**config.mk**
```make
export PLATFORM = sky130hd
export DESIGN_NAME = div_quot_fix_flat
export DESIGN_NICKNAME = d
export VERILOG_FILES = /design/src/rtl/div_pkg.sv /design/src/rtl/div_quot_fix_if.sv /design/src/rtl/div_seq_mul.sv /design/src/rtl/div_quot_fix.sv /design/src/flat_wrapper.sv
export SDC_FILE = /design/constraint.sdc
export NUM_CORES = 2
export LEC_CHECK = 0
export CORE_ASPECT_RATIO = 2
export CORE_MARGIN = 2
export CORE_UTILIZATION = 50
export DETAILED_ROUTE_END_ITERATION = 7
export DONT_BUFFER_PORTS = 1
export PLACE_DENSITY_LB_ADDON = 0.08
export SYNTH_ARGS = -nofsm -noshare
export SYNTH_HDL_FRONTEND = slang
export SYNTH_SLANG_ARGS = --single-unit
```
**constraint.sdc**
```tcl
create_clock -name clk -period 9.1 [get_ports clk]
set_input_delay 0.91 -clock clk [delete_from_list [all_inputs] [get_ports clk]]
set_output_delay 0.91 -clock clk [all_outputs]
set_load 0.01 [all_outputs]
```
**src/rtl/div_pkg.sv**
```systemverilog
// Shared types and constants for the divide quotient fixer.
// Contents: FSM state enum, datapath widths, per-precision fraction widths K.
package div_pkg;

  localparam int SIG_W  = 53;           // significand width, 1.52 fixed point
  localparam int FQ_W   = 57;           // approximate quotient width, 1.56
  localparam int REM_W  = 110;          // signed remainder width
  localparam int DBL_K  = 55;           // fraction bits kept for double
  localparam int SGL_K  = 26;           // fraction bits kept for single
  localparam int QT_W   = DBL_K + 1;    // widest truncated quotient (K+1 bits)
  localparam int PROD_W = QT_W + SIG_W; // qt * fb product width
  localparam int CNT_W  = 6;            // holds iteration counts up to 56

  typedef enum logic [1:0] {
    IDLE,
    MUL,
    REM,
    DONE
  } state_t;

endpackage

```
**src/rtl/div_quot_fix_if.sv**
```systemverilog
// Handshake bundle between the Newton-Raphson front end, the quotient fixer
// and the rounder.
// master: drives in_valid/fa/fb/fq/db and out_ready.
// slave : drives in_ready and out_valid/q_out/sticky (and err when
//         DIV_QUOT_FIX_CHECK_EN is defined).
interface div_quot_fix_if;
  import div_pkg::*;

  logic              in_valid;
  logic              in_ready;
  logic [SIG_W-1:0]  fa;
  logic [SIG_W-1:0]  fb;
  logic [FQ_W-1:0]   fq;
  logic              db;
  logic              out_valid;
  logic              out_ready;
  logic [FQ_W-1:0]   q_out;
  logic              sticky;
`ifdef DIV_QUOT_FIX_CHECK_EN
  logic              err;

  modport master (output in_valid, fa, fb, fq, db, out_ready,
                  input  in_ready, out_valid, q_out, sticky, err);
  modport slave  (input  in_valid, fa, fb, fq, db, out_ready,
                  output in_ready, out_valid, q_out, sticky, err);
`else
  modport master (output in_valid, fa, fb, fq, db, out_ready,
                  input  in_ready, out_valid, q_out, sticky);
  modport slave  (input  in_valid, fa, fb, fq, db, out_ready,
                  output in_ready, out_valid, q_out, sticky);
`endif

endinterface

```
**src/rtl/div_seq_mul.sv**
```systemverilog
// Radix-2 sequential shift-add multiplier, LSB first, one multiplier bit
// per clock.
// Ports: clk, rst_n; start loads a (multiplier), b (multiplicand) and
// nbits (number of multiplier bits to consume); done is high during the
// cycle that performs the final step, so prod is complete after that edge.
module div_seq_mul
  import div_pkg::*;
(
  input  logic              clk,
  input  logic              rst_n,
  input  logic              start,
  input  logic [QT_W-1:0]   a,
  input  logic [SIG_W-1:0]  b,
  input  logic [CNT_W-1:0]  nbits,
  output logic              done,
  output logic [PROD_W-1:0] prod
);

  logic [PROD_W-1:0] acc;
  logic [PROD_W-1:0] mcand;
  logic [QT_W-1:0]   mplier;
  logic [CNT_W-1:0]  cnt;

  // NOTE: sequential state uses non-blocking assignments so every register
  // samples pre-edge values, independent of statement order.
  always_ff @(posedge clk or negedge rst_n) begin
    if (!rst_n) begin
      acc    <= '0;
      mcand  <= '0;
      mplier <= '0;
      cnt    <= '0;
    end else if (start) begin
      acc    <= '0;
      mcand  <= PROD_W'(b);
      mplier <= a;
      cnt    <= nbits;
    end else if (cnt != '0) begin
      if (mplier[0]) acc <= acc + mcand;
      mcand  <= mcand << 1;
      mplier <= mplier >> 1;
      cnt    <= cnt - CNT_W'(1);
    end
  end

  assign done = (cnt == CNT_W'(1));
  assign prod = acc;

endmodule

```
**src/rtl/div_quot_fix.sv**
```systemverilog
// Quotient fixer: takes the Newton-Raphson approximation fq of fa/fb,
// truncates it to K fraction bits, forms the exact remainder
// R = fa*2^K - qt*fb with a sequential multiplier and applies a +/-1 ulp
// correction, producing a truncated quotient and a sticky bit.
// Ports: clk, rst_n (async, active low); bus (slave side of
// div_quot_fix_if: in_valid/in_ready/fa/fb/fq/db in,
// out_valid/out_ready/q_out/sticky out).
// Optional: DIV_QUOT_FIX_CHECK_EN adds bus.err, flagging approximations
// too far off for a one-ulp fix, plus an assertion on out_valid && err.
module div_quot_fix
  import div_pkg::*;
(
  input  logic          clk,
  input  logic          rst_n,
  div_quot_fix_if.slave bus
);

  state_t state, state_nxt;

  logic [SIG_W-1:0]  fa_int, fb_int;
  logic              db_int;
  logic [QT_W-1:0]   qt_int;
  logic [FQ_W-1:0]   q_reg;
  logic              sticky_reg;

  logic              accept;
  logic              mul_start, mul_done;
  logic [QT_W-1:0]   qt_in;
  logic [CNT_W-1:0]  nbits_in;
  logic [PROD_W-1:0] prod;

  logic signed [REM_W-1:0] fa_sh, fb_s, r, r2;
  logic [QT_W-1:0]   q_fix;
  logic              sticky_fix;
  logic [FQ_W-1:0]   q_align;

  // Truncate fq to K fraction bits, right-aligned in qt.
  assign qt_in    = QT_W'(bus.fq >> (bus.db ? (FQ_W - 1 - DBL_K) : (FQ_W - 1 - SGL_K)));
  assign nbits_in = bus.db ? CNT_W'(DBL_K + 1) : CNT_W'(SGL_K + 1);
  assign accept   = (state == IDLE) && bus.in_valid;

  div_seq_mul u_mul (
    .clk   (clk),
    .rst_n (rst_n),
    .start (mul_start),
    .a     (qt_in),
    .b     (bus.fb),
    .nbits (nbits_in),
    .done  (mul_done),
    .prod  (prod)
  );

  always_ff @(posedge clk or negedge rst_n) begin
    if (!rst_n) state <= IDLE;
    else        state <= state_nxt;
  end

  // NOTE: every output of this block gets a default first so no path
  // leaves a signal unassigned and infers a latch.
  always_comb begin
    state_nxt     = state;
    bus.in_ready  = 1'b0;
    bus.out_valid = 1'b0;
    mul_start     = 1'b0;
    case (state)
      IDLE: begin
        bus.in_ready = 1'b1;
        if (bus.in_valid) begin
          mul_start = 1'b1;
          state_nxt = MUL;
        end
      end
      MUL:  if (mul_done) state_nxt = REM;
      REM:  state_nxt = DONE;
      DONE: begin
        bus.out_valid = 1'b1;
        if (bus.out_ready) state_nxt = IDLE;
      end
      default: state_nxt = IDLE;
    endcase
  end

  // Remainder and correction. Both operands are non-negative magnitudes,
  // zero-extended into the signed remainder width.
  assign fa_sh = db_int ? (REM_W'(fa_int) << DBL_K) : (REM_W'(fa_int) << SGL_K);
  assign fb_s  = REM_W'(fb_int);
  assign r     = fa_sh - REM_W'(prod);
  assign r2    = r - fb_s;

  always_comb begin
    q_fix      = qt_int;
    sticky_fix = 1'b0;
    if (r < 0) begin
      q_fix      = qt_int - QT_W'(1);
      sticky_fix = 1'b1;
    end else if (r == 0) begin
      q_fix      = qt_int;
      sticky_fix = 1'b0;
    end else if (r2 < 0) begin
      q_fix      = qt_int;
      sticky_fix = 1'b1;
    end else begin
      q_fix      = qt_int + QT_W'(1);
      sticky_fix = (r2 != 0);
    end
  end

  // Left-align to bit 56; bits below 2^-K are zero.
  assign q_align = db_int ? {q_fix, 1'b0}
                          : {q_fix[SGL_K:0], {(FQ_W - 1 - SGL_K){1'b0}}};

  // NOTE: the datapath registers are reset as well so a mid-operation reset
  // leaves no stale operands or results visible.
  always_ff @(posedge clk or negedge rst_n) begin
    if (!rst_n) begin
      fa_int     <= '0;
      fb_int     <= '0;
      db_int     <= 1'b0;
      qt_int     <= '0;
      q_reg      <= '0;
      sticky_reg <= 1'b0;
    end else begin
      if (accept) begin
        fa_int <= bus.fa;
        fb_int <= bus.fb;
        db_int <= bus.db;
        qt_int <= qt_in;
      end
      if (state == REM) begin
        q_reg      <= q_align;
        sticky_reg <= sticky_fix;
      end
    end
  end

  assign bus.q_out  = q_reg;
  assign bus.sticky = sticky_reg;

`ifdef DIV_QUOT_FIX_CHECK_EN
  logic err_reg;

  always_ff @(posedge clk or negedge rst_n) begin
    if (!rst_n)              err_reg <= 1'b0;
    else if (state == REM)   err_reg <= (r < -fb_s) || (r2 >= fb_s);
  end

  assign bus.err = err_reg;

  a_no_err: assert property (@(posedge clk) disable iff (!rst_n)
                             !(bus.out_valid && bus.err));
`endif

endmodule

```
**src/flat_wrapper.sv**
```systemverilog
// flat-port wrapper written by rule: the top's interface ports become plain ports
module div_quot_fix_flat import div_pkg::*;
  (clk, rst_n, bus_in_valid, bus_fa, bus_fb, bus_fq, bus_db, bus_out_ready, bus_in_ready, bus_out_valid, bus_q_out, bus_sticky);
  div_quot_fix_if bus_i ();
  input  logic clk;
  input  logic rst_n;
  input wire logic [$bits(bus_i.in_valid)-1:0] bus_in_valid;
  input wire logic [$bits(bus_i.fa)-1:0] bus_fa;
  input wire logic [$bits(bus_i.fb)-1:0] bus_fb;
  input wire logic [$bits(bus_i.fq)-1:0] bus_fq;
  input wire logic [$bits(bus_i.db)-1:0] bus_db;
  input wire logic [$bits(bus_i.out_ready)-1:0] bus_out_ready;
  output wire logic [$bits(bus_i.in_ready)-1:0] bus_in_ready;
  output wire logic [$bits(bus_i.out_valid)-1:0] bus_out_valid;
  output wire logic [$bits(bus_i.q_out)-1:0] bus_q_out;
  output wire logic [$bits(bus_i.sticky)-1:0] bus_sticky;
  assign bus_i.in_valid = bus_in_valid;
  assign bus_i.fa = bus_fa;
  assign bus_i.fb = bus_fb;
  assign bus_i.fq = bus_fq;
  assign bus_i.db = bus_db;
  assign bus_i.out_ready = bus_out_ready;
  assign bus_in_ready = bus_i.in_ready;
  assign bus_out_valid = bus_i.out_valid;
  assign bus_q_out = bus_i.q_out;
  assign bus_sticky = bus_i.sticky;
  div_quot_fix u_core (.clk(clk), .rst_n(rst_n), .bus(bus_i));
endmodule
```
# After elaboration in Yosys (flattened, before gate mapping)
# Index checks and enable logic that the tools add are counted.
# totals
reg_bits	503
out_inout_bits	60
elab_cells	63
# classes
add_sub_neg	6
order_cmp	2
eq_ne	7
shifts	1
mux	27
n_reduce_logical	9
# op_table
operator	n
$mux 109	5
$mux 56	5
$lt 110x1->1 const B	2
$logic_not 110->1	1
$reduce_bool 110->1	1
$sub 110x109->110	1
$sub 110x54->110	1
$add 109x109->109	1
$mux 108	1
$mux 57	1
$shr 57x32->56	1
$add 56x1->56 const B	1
$sub 56x1->56 const B	1
$mux 6	3
$pmux 2 s4	1
$mux 1	7
$eq 6x1->1 const B	1
$mux 2	3
$reduce_bool 6->1	1
$sub 6x1->6 const B	1
$mux 5	1
$eq 2x2->1 const B	2
$ne 2x2->1 const B	2
$reduce_bool 2->1	2
6 further kinds	6

# Longest topological paths before layout
# depth
word_depth	8
depth_mapped	29
ltp_nobuf	25

# By module
# A second synthesis with hierarchy kept.
# hier_totals
hier_cells	5445
area_unflattened_um2	42777.3
# modules_own_cells
mod	n_inst	cells_each	area_each_um2
div_quot_fix	1	3256	24390.9
div_seq_mul	1	2189	18386.4

# Worst setup path before layout
# Ideal clock, no wire load.
# synth_path
path_kind	reg-to-reg
from	register u_core.db_int
to	register u_core.sticky_reg, in the netlist u_core.bus.sticky
arrival_time_ps	6196
required_time_ps	8966
path_slack_ps	2770
stages_incl_launch_ff	29
path_buffers	3
path_cell_list	dfrtp_1 > clkbuf_1 > clkbuf_1 > nor2b_1 > ha_1 > nand4b_1 > nor4_2 > a31oi_1 > o21ai_0 > a31oi_1 > xnor2_1 > ha_1 > clkbuf_1 > a21o_1 > a21o_1 > a21o_1 > a21o_1 > a21o_1 > a21oi_1 > and4_1 > o31ai_1 > a41oi_1 > nand4_1 > nor3_1 > nand2_1 > o32ai_1 > a22oi_1 > a2111oi_0 > a21oi_1
# synth_via
elab_chain_cells	7
word_cells_on_any_way	10
cone_classes	add/sub: 2; order compare: 2; mux: 4; reduce/logical: 2
# synth_lines
item	line_no	rtl
start: declaration	div_quot_fix.sv:21	logic db_int;
start signal: assignment	div_quot_fix.sv:126	db_int <= bus.db;
$mux 108 (*)	div_quot_fix.sv:85	assign fa_sh = db_int ? (REM_W'(fa_int) << DBL_K) : (REM_W'(fa_int) << SGL_K);
$sub 110x109->110 (*)	div_quot_fix.sv:87	assign r = fa_sh - REM_W'(prod);
$sub 110x54->110	div_quot_fix.sv:88	assign r2 = r - fb_s;
$lt 110x1->1 / $reduce_bool 110->1 (equally long branches)	div_quot_fix.sv:99, div_quot_fix.sv:104	
$mux 1	div_quot_fix.sv:99	end else if (r2 < 0) begin
$mux 1	div_quot_fix.sv:96	end else if (r == 0) begin
$mux 1 (*)	div_quot_fix.sv:93	if (r < 0) begin
end signal: assignment	div_quot_fix.sv:131	sticky_reg <= sticky_fix;
end: declaration	div_quot_fix.sv:24	logic sticky_reg;
# Mark *: on every way between the ends. The rest lies on a longest branch, timed or not.
# A chain may end at the register's enable or synchronous reset.

# Final worst setup path
# layout_path
from	register u_core.db_int
to	register u_core.q_reg[45], in the netlist u_core.bus.q_out[45]
# layout_via
elab_chain_cells	8
word_cells_on_any_way	10
cone_classes	add/sub: 2; order compare: 2; mux: 5; reduce/logical: 1
# layout_lines
item	line_no	rtl
$mux 108	div_quot_fix.sv:85	
$sub 110x109->110	div_quot_fix.sv:87	
$sub 110x54->110	div_quot_fix.sv:88	
$lt 110x1->1	div_quot_fix.sv:99	
$mux 56	div_quot_fix.sv:99	
$mux 56	div_quot_fix.sv:96	
$mux 56	div_quot_fix.sv:93	
$mux 57 (*)	div_quot_fix.sv:109	assign q_align = db_int ? {q_fix, 1'b0}
end signal: assignment	div_quot_fix.sv:130	q_reg <= q_align;
end: declaration	div_quot_fix.sv:23	logic [FQ_W-1:0] q_reg;
# Marked as above.

==> reports/metrics.csv <==
stage,metric,value,unit
floorplan,# IOs,228,
timing,Final Worst Setup Slack,1120,ps
logic_synthesis,commonest register cell after synthesis,dfrtp_1,
route,total number of vias,38500,
route,highest metal used,met5,
grt,initial antenna violation count,17,
timing,Max transition margin,-25.6,%
timing,Sum Neg Setup Slack,0,ps
logic_synthesis,YS warnings,0,
timing,final period utilization,87.7,%
route,DRT Pass-1 Iters,5,
floorplan,Initial Util,50.4,%
final_layout,"most common cell after layout, fill and taps aside",nand2_1,
final_layout,share of cells above drive strength 1,4.77,%
route,Routed WL per cell,27.6,um
timing,shortest period the worst path allows,7980,ps
route,post-route ant nets,0,
timing,Max Slew Vio Count,147,
timing,setup violators final,0,
clock_network,root buffer cell,clkbuf_16,
clock_network,worst skew pair latency,670,ps
floorplan,num rows,147,
timing,final setup skew,54.8,ps
placement,Detail Placement HPWL,129000,um
final_layout,Layout Area Growth over Synthesis,6.00,%
placement,post-place setup slack,1480,ps
logic_synthesis,post-synthesis register bit count,502,
worst_setup_path,kind of critical path,register to register,
route,Initial DRC Count,2379,
worst_setup_path,CP required,9650,ps
worst_setup_path,CP max FO,34,
logic_synthesis,mean cell area of the mapped netlist,7.90,um^2
floorplan,core area,80000,um^2
worst_setup_path,startpoint types,register,
placement,Post-Place Cells,5914,
status,status,"finished, violations left",
final_layout,most frequent cells in the layout,"nand2_1 (836), dfrtp_1 (501), o21ai_0 (406)",
clock_network,CTS buffer count,50,
logic_synthesis,Gate Count Post-Synth,5104,
grt,first-pass GRT wire length,244000,um
worst_setup_path,Worst Path Arrival,8530,ps
grt,GRT overflow,0,
logic_synthesis,register area share after synthesis,31.2,%
clock_network,CTS Buffer Depth,3,
route,Vias/cell,6.39,
clock_network,Post-CTS Setup Repair Bufs,0,
status,failing checks,slew limit,
placement,Port Buffers,0,
route,met3 wire length,9270,um
grt,largest net degree at the start of global routing,298,
timing,Hold Fails Final Rpt,0,
job,Max-cap violations,0,
clock_network,number of H-tree levels,2,
logic_synthesis,Unique masters post-synth,102,
route,length of routed met2 wiring,84200,um
route,Post-route DRC,0,
grt,GRT Overall Usage,39.9,%
worst_setup_path,CP endpoint kind,register,
timing,RSZ-0062 raised after global routing,false,
floorplan,die height,406,um
clock_network,Num Clock Sinks,502,
final_layout,nets@finish,5352,
logic_synthesis,ys async rst share,100,%
route,drt total wl,166000,um
logic_synthesis,area of the mapped netlist,40300,um^2
placement,GP Congestion,1.01,
logic_synthesis,Synth Net Count,5528,
timing,Worst-Margin Slew,1880,ps
floorplan,Die ar.,83000,um^2
clock_network,CTS tree,yes,
floorplan,die span in x,205,um
timing,Fmax,125,MHz
route,WL met1,51100,um
clock_network,post-cts sizing count,0,
final_layout,non-filler instance count after layout,6025,
min_path,Hold WC Path Type,input pin to asynchronous set/reset pin,
grt,vias in the first global route,39300,
logic_synthesis,"EDFF count, synth",0,
clock_network,CTS clock-pin slew for the worst setup and hold paths,70,ps
## repair_timing
item / CTS / global route
hold buffers: 4 / 0
endpoints found under the hold margin: 185 / 0
endpoints found under the setup margin: 0 / 0
## synth_stat cells (all sizes together), types with 118 or more instances
cell | count | share of area, %
nand2 | 838 | 7.8
dfrtp | 502 | 31
o21ai | 408 | 5.1
a21oi | 395 | 4.9
nor2 | 288 | 2.7
ha | 254 | 7.9
clkbuf | 243 | 2.3
inv | 223 | 2.1
a21o | 205 | 3.8
xnor2 | 152 | 3.3
nand3 | 140 | 1.8
xor2 | 118 | 2.6
## per-layer routing
metal | track usage, % | vias up
met4 | 43.9 | 6
met5 | 0 | -
li1 | - | 17900
met2 | 71.3 | 1343
met3 | 9.21 | 745
met1 | 34.1 | 18500
## worst paths after layout
path                                    startpoint                 endpoint  slack [ps]  cells after the start
setup / recovery                     u_core.db_int     u_core.bus.q_out[45]        1120                     19
min in group clk                        bus_fa[48]        u_core.fa_int[48]         350                      2
hold reg to reg            u_core.u_mul.mplier[55]  u_core.u_mul.mplier[55]         480                      2
max in group asynchronous                    rst_n    u_core.u_mul.mcand[2]        7470                      1
setup reg to reg                     u_core.db_int     u_core.bus.q_out[45]        1120                     19
hold / removal                               rst_n    u_core.u_mul.prod[61]          50                      0
## stage by stage
step           util [%]  hold slack (ps)  instance area (um^2)
2_1_floorplan         -              446                 40300
3_3_place_gp       51.1              464                 40900
3_5_place_dp       51.1              465                 40900
4_1_cts            53.3            0.250                 42700
5_1_grt            53.3             19.8                 42700
6_report           53.4             52.9                 42700
## kinds of logic after synthesis
kind of cell | after synthesis | synth area share (%)
AOI/OAI and AO/OA | 1514 | 23.8
muxes | 137 | 3.52
and+or+nand+nor | 1916 | 22.7
other | 1 | 0.00930
adders and majority gates | 256 | 7.99
buffers and inverters | 508 | 4.99
xor gates and xnor gates | 270 | 5.89
DFF | 502 | 31.2
## area by class of cell
cell class,instances,area (um^2)
Timing Repair Buffer,55,467
Multi-Input combinational cell,4094,25800
Clock inverter,19,256
Antenna cell,17,42.5
Fill cell,7956,37300
Clock buffer,70,1440
Inverter,225,845
Tap cell,1043,1310
Sequential cell,502,12600
## worst max-delay path: stages (launching register included)
cell and delay (ps):
dfrtp_4 630, buf_4 440, nor2b_1 90, ha_1 490
a21oi_1 110, o21ai_0 360, a221oi_1 170, o31ai_1 230
nand4_2 320, a2111oi_0 1050, or4_1 460, nand2_1 120
xnor2_1 210, a2111oi_1 720, and4_1 390, nand3_1 440
a31oi_2 350, xor2_1 760, mux2i_1 180, mux2_4 300
Power is left out: the tool's default activity adds up to more than one toggle a clock period on the data nets, which glitch-free logic cannot reach.
